## config.mk

```make
export PLATFORM = sky130hd
export DESIGN_NAME = avmm_rw_arbiter_2to1
export DESIGN_NICKNAME = d
export VERILOG_FILES = /design/src/rtl/avmm_rw_arbiter_2to1.sv
export SDC_FILE = /design/constraint.sdc
export NUM_CORES = 1
export LEC_CHECK = 0
export CORE_AREA = 2 2 241 243
export CTS_CLUSTER_SIZE = 16
export DETAILED_ROUTE_END_ITERATION = 10
export DIE_AREA = 0 0 243 245
export DONT_BUFFER_PORTS = 1
export GPL_ROUTABILITY_DRIVEN = 0
export PLACE_DENSITY = 0.33
export SLEW_MARGIN = 20
export SYNTH_ARGS = -nofsm -noshare
export SYNTH_HDL_FRONTEND = slang
export SYNTH_SLANG_ARGS = --single-unit
```

## constraint.sdc

```tcl
create_clock -name clock -period 3.81 [get_ports clock]
set_clock_uncertainty 0.1 [all_clocks]
set_input_delay 1.143 -clock clock [delete_from_list [all_inputs] [get_ports clock]]
set_output_delay 1.143 -clock clock [all_outputs]
set_load 0.02 [all_outputs]
```

## src/rtl/avmm_rw_arbiter_2to1.sv

```systemverilog
// Purpose: round-robin 2:1 arbiter onto a fixed-latency Avalon-MM rw slave, routing read data back by tag.
// Latency: command accepted in cycle A reaches s_* in A+1; readdatavalid follows in A+1+RD_LATENCY.
// Backpressure: losers see waitrequest and hold their command; read data has no backpressure.
module avmm_rw_arbiter_2to1 #(
    parameter int ADDR_W     = 64,
    parameter int DATA_W     = 64,
    parameter int BE_W       = 8,
    parameter int RD_LATENCY = 2
) (
    input  logic              clock,
    input  logic              resetn,

    input  logic [ADDR_W-1:0] m0_address,
    input  logic [BE_W-1:0]   m0_byteenable,
    input  logic              m0_read,
    input  logic              m0_write,
    input  logic [DATA_W-1:0] m0_writedata,
    output logic              m0_waitrequest,
    output logic [DATA_W-1:0] m0_readdata,
    output logic              m0_readdatavalid,

    input  logic [ADDR_W-1:0] m1_address,
    input  logic [BE_W-1:0]   m1_byteenable,
    input  logic              m1_read,
    input  logic              m1_write,
    input  logic [DATA_W-1:0] m1_writedata,
    output logic              m1_waitrequest,
    output logic [DATA_W-1:0] m1_readdata,
    output logic              m1_readdatavalid,

    output logic [ADDR_W-1:0] s_address,
    output logic [BE_W-1:0]   s_byteenable,
    output logic              s_read,
    output logic              s_write,
    output logic [DATA_W-1:0] s_writedata,
    input  logic [DATA_W-1:0] s_readdata
);

    logic req_0;
    logic req_1;
    logic grant_0;
    logic grant_1;
    logic last;     // id of the most recently granted requester
    logic s_id;     // id of the command currently on s_*

    // Read tags: stage 0 is loaded alongside s_read, the last stage lines up with s_readdata.
    logic [RD_LATENCY-1:0] tag_vld;
    logic [RD_LATENCY-1:0] tag_id;

    assign req_0 = m0_read | m0_write;
    assign req_1 = m1_read | m1_write;

    // Round-robin grant: a lone requester wins, on contention the one not granted last wins.
    always_comb begin
        grant_0 = 1'b0;
        grant_1 = 1'b0;
        if (resetn) begin
            if (req_0 && (!req_1 || last)) begin
                grant_0 = 1'b1;
            end else if (req_1) begin
                grant_1 = 1'b1;
            end
        end
    end

    assign m0_waitrequest = req_0 & ~grant_0;
    assign m1_waitrequest = req_1 & ~grant_1;

    // Command register: strobes pulse for one cycle per grant, fields hold between grants.
    // A read+write request is issued as a write only.
    always_ff @(posedge clock or negedge resetn) begin
        if (!resetn) begin
            s_read       <= 1'b0;
            s_write      <= 1'b0;
            s_address    <= '0;
            s_byteenable <= '0;
            s_writedata  <= '0;
            s_id         <= 1'b0;
            last         <= 1'b1;
        end else begin
            s_read  <= 1'b0;
            s_write <= 1'b0;
            if (grant_0) begin
                s_read       <= m0_read & ~m0_write;
                s_write      <= m0_write;
                s_address    <= m0_address;
                s_byteenable <= m0_byteenable;
                s_writedata  <= m0_writedata;
                s_id         <= 1'b0;
                last         <= 1'b0;
            end else if (grant_1) begin
                s_read       <= m1_read & ~m1_write;
                s_write      <= m1_write;
                s_address    <= m1_address;
                s_byteenable <= m1_byteenable;
                s_writedata  <= m1_writedata;
                s_id         <= 1'b1;
                last         <= 1'b1;
            end
        end
    end

    // Tag shift register; reset drops every in-flight read so late slave data is ignored.
    always_ff @(posedge clock or negedge resetn) begin
        if (!resetn) begin
            tag_vld <= '0;
            tag_id  <= '0;
        end else begin
            tag_vld[0] <= s_read;
            tag_id[0]  <= s_id;
            for (int i = 1; i < RD_LATENCY; i++) begin
                tag_vld[i] <= tag_vld[i-1];
                tag_id[i]  <= tag_id[i-1];
            end
        end
    end

    assign m0_readdatavalid = tag_vld[RD_LATENCY-1] & ~tag_id[RD_LATENCY-1];
    assign m1_readdatavalid = tag_vld[RD_LATENCY-1] &  tag_id[RD_LATENCY-1];
    assign m0_readdata      = s_readdata;
    assign m1_readdata      = s_readdata;

endmodule

```

==> key figures <==
Placed design
  – Quantity of I/O buffers inserted on ports: 0
  – Detail Placement HPWL: between 15,000 and 20,000 um
  – Pre-CTS setup slack: 0.6228 ns

Yosys
  – Number of synthesized flops with an enable pin: 0
  – Sequential-to-total area share from yosys stat: 49.16%
  – Summed instance area of the synthesized netlist: 7332 um2
  – Commonest cells post-synth: dfrtp_1 (143), nand2_1 (139), buf_4 (128)
  – Dominant register cell in the synthesized netlist: dfrtp_1
  – Number of synthesized register bits: between 100 and 150
  – Top cell type's share of synthesized area: slightly below 50%
  – Proportion of register bits with asynchronous set or reset after synthesis: 100.0%
  – Syn_nets: between 1,000 and 1,500
  – Warning count from the yosys run: 0
  – Biggest area consumer among synthesized cells: dfrtp_1
  – Avg Synthesized Cell Area: roughly 8.3 um2
  – Cells after synthesis: slightly below 900
  – Leading post-synthesis cells by cell area: dfrtp_1 (49%), buf_4 (13%), o21ai_0 (8.1%)
  – Count of distinct cell types in the synthesized netlist: 23
  – Library cell with the highest instance count after synthesis: dfrtp_1

Final layout
  – Fin nets: between 1,000 and 1,500
  – Share of final-layout standard cells stronger than drive strength 1: under 10%
  – Area Overhead vs Synth: 5.939%

Clock tree
  – Clock slew at the register clock pins of the worst setup and hold paths: 0.06 ns
  – Count of clock tree sinks: about 140
  – Number of buffers added by the clock tree synthesis step: 17
  – Root Buffer Master: clkbuf_16
  – Insertion delay to the later sink of the worst-skew pair: ~0.46 ns
  – Count of buffers added by post-CTS timing repair for setup: 0
  – Number of buffers between clock root and the deepest sink: 2
  – Quantity of gates resized following cts: 0
  – Clock tree from TritonCTS: built
  – Cts hold-fix bufs: 0
  – Number of H-tree levels: 4

Worst hold path
  – HP Start: tag_id[0]$_DFF_PN0_
  – Type of the tightest min-delay check: flip-flop to flip-flop

Power and ir drop
  – Relative contribution of combinational cells to total power: a little under an eighth
  – Clock power share: 36.7%
  – Total power density per cell area: ~570 nW/um2
  – Internal Power: around 2.9 mW
  – Switching power share of the total: about a third
  – Sw Pwr: roughly 1.5 mW
  – Total leakage power: between 3 and 4 nW
  – Sequential share of power: just over 50%
  – Largest vdd supply drop: around 0.00033 V

Global routing
  – Largest net degree at the start of global routing: between 150 and 200
  – Global Route Usage Sum: 9.093%
  – Wire length of the first global-routing pass: 39,110 um
  – Via count of the first global-routing pass: roughly 5,700
  – Final global-route overflow total: 0
  – Initial antenna violation count: 1

Die
  – Number of top-level design ports: slightly above 600
  – Site Rows: 88
  – Starting Density: between 10% and 20%
  – Placeable Area: approximately 57,000 um2
  – Vertical die dimension: 245 um
  – Die width: between 200 and 250 um
  – Die outline area: approximately 60,000 um2

Setup path
  – Crit path required time: approximately 2.6 ns
  – Endpoint kind of the worst setup timing path: primary output
  – Data arrival at the endpoint of the critical path: roughly 1.9 ns
  – Top fanout value on the critical path: 5
  – Setup Crit Path Kind: input pin to primary output
  – Reg2reg start: last$_DFFE_PN1P_
  – Critical Path Source: m1_write
  – Crit start category: input pin

Status
  – Result of the run: finished clean

Timing
  – Final slew viol count: 0
  – Post-route minimum period: roughly 3.2 ns
  – Minimum setup slack in the final design: roughly 0.65 ns
  – Least-Margin Pin Slew: slightly above 0.7 ns
  – Total negative slack: 0 ns
  – Crit share post-route: about 83%
  – Count of endpoints failing setup in the final report: 0
  – Hold Vio Cnt, Final: 0
  – Final-layout worst hold slack: 0.2494 ns
  – Slew Limit Headroom: 52.97%
  – Maximum clock frequency: 316.7 MHz
  – Setup repair after global routing missed its margin: no

Detailed routing
  – Number of DRC markers in iteration 0: between 200 and 250
  – Total detailed-routing wirelength: ~27,000 um
  – Vias per cell: between 3 and 4
  – Via count: ~5,500
  – Wire length per cell: approximately 18 um
  – Total iterations of the first detailed-routing run: 5
  – Count of antenna-violating nets left after detailed routing: 0
  – Remaining design rule violation count: 0

Job
  – Max-cap violations: 0
-- through the flow --
step / instances / utilization (%) / area (um2) / power [mW]
6_report: 1501 / 13.62 / 7767 / 4.399
3_3_place_gp: 1469 / 12.63 / 7206 / 2.825
4_1_cts: 1499 / 13.57 / 7737 / 4.528
2_1_floorplan: 882 / - / 7332 / 2.788
5_1_grt: 1501 / 13.62 / 7767 / 4.684
3_5_place_dp: 1469 / 12.63 / 7206 / 2.829
-- registers in the layout, indices dropped and copies added, names as in the netlist --
register,flops
last,1
s_address,64
s_byteenable,8
s_id,1
s_read,1
s_write,1
s_writedata,64
tag_id,2
tag_vld,2
-- metal layers --
metal / GRT usage (%) / wire, um
met5: 0 / 0
met2: 15.35 / 13810
met4: 5.702 / 1220
met1: 9.242 / 9412
met3: 3.980 / 2817
-- layout make-up --
cell class              count  area [um2]
diodes                      1       2.502
clock buffers              24       471.7
clock inverters             6       60.06
fillers                  6605       49270
inverters                   1       3.754
multi-input cells         549        2515
flip-flops and latches    144        3605
well taps                 765       957.2
repair buffers             11       152.6
-- cells in the final DEF, fill, tap and decap left out --
cell | synthesis | final
nor2_1 | 122 | 122
a21oi_1 | 118 | 118
o21ai_0 | 119 | 119
dfstp_2 | 1 | 1
dfrtp_1 | 143 | 143
o22ai_1 | 19 | 18
a21boi_0 | 1 | 1
buf_4 | 128 | 6
or4_1 | 1 | 1
clkbuf_16 | 0 | 17
nand2_4 | 0 | 1
buf_12 | 0 | 4
a21o_1 | 2 | 2
nand2_1 | 139 | 138
and2_4 | 0 | 1
buf_16 | 0 | 1
and3b_4 | 0 | 1
nor2b_1 | 1 | 1
bufinv_16 | 0 | 1
o21ai_1 | 20 | 20
and2_1 | 2 | 1
o21a_1 | 1 | 1
diode_2 | 0 | 1
o22ai_4 | 0 | 1
clkbuf_1 | 20 | 5
inv_1 | 1 | 1
clkinv_2 | 0 | 3
a21oi_2 | 2 | 2
o221a_4 | 0 | 1
clkbuf_8 | 0 | 2
clkinvlp_4 | 0 | 2
-- critical path, cell delays in order --
cell,delay [ns]
nor2_1,0.34
o22ai_4,0.11
a21oi_1,0.17
buf_4,0.16
-- kinds of logic (layout without fill, tap and decap cells) --
group | count (synthesis) | in the layout | synth area share [%]
flops | 144 | 144 | 49.16
other cells | 0 | 1 | 0
simple gates | 266 | 266 | 13.84
compound gates | 283 | 283 | 19.97
buf+inv | 189 | 42 | 17.03
-- path summary, 6_finish.rpt --
check	end	slack, ns	depth (start not counted)
worst max register to register	s_address[50]$_DFFE_PN0P_	1.72	4
max in group asynchronous	s_address[2]$_DFFE_PN0P_	3.09	0
worst min register to register	tag_id[1]$_DFF_PN0_	0.25	0
worst min-delay path	tag_id[1]$_DFF_PN0_	0.25	0
worst max-delay path	m1_waitrequest	0.65	4
min in group asynchronous	s_writedata[11]$_DFFE_PN0P_	0.27	0
-- power groups by stage --
stage	Sequential, mW	Clock (mW)	Combinational (mW)
2_1_floorplan	2.20	0	0.584
3_3_place_gp	2.31	0	0.514
3_5_place_dp	2.31	0	0.524
4_1_cts	2.28	1.72	0.523
5_1_grt	2.30	1.78	0.606
6_report	2.27	1.61	0.514
No activity file was read; power rests on OpenSTA's default activity.
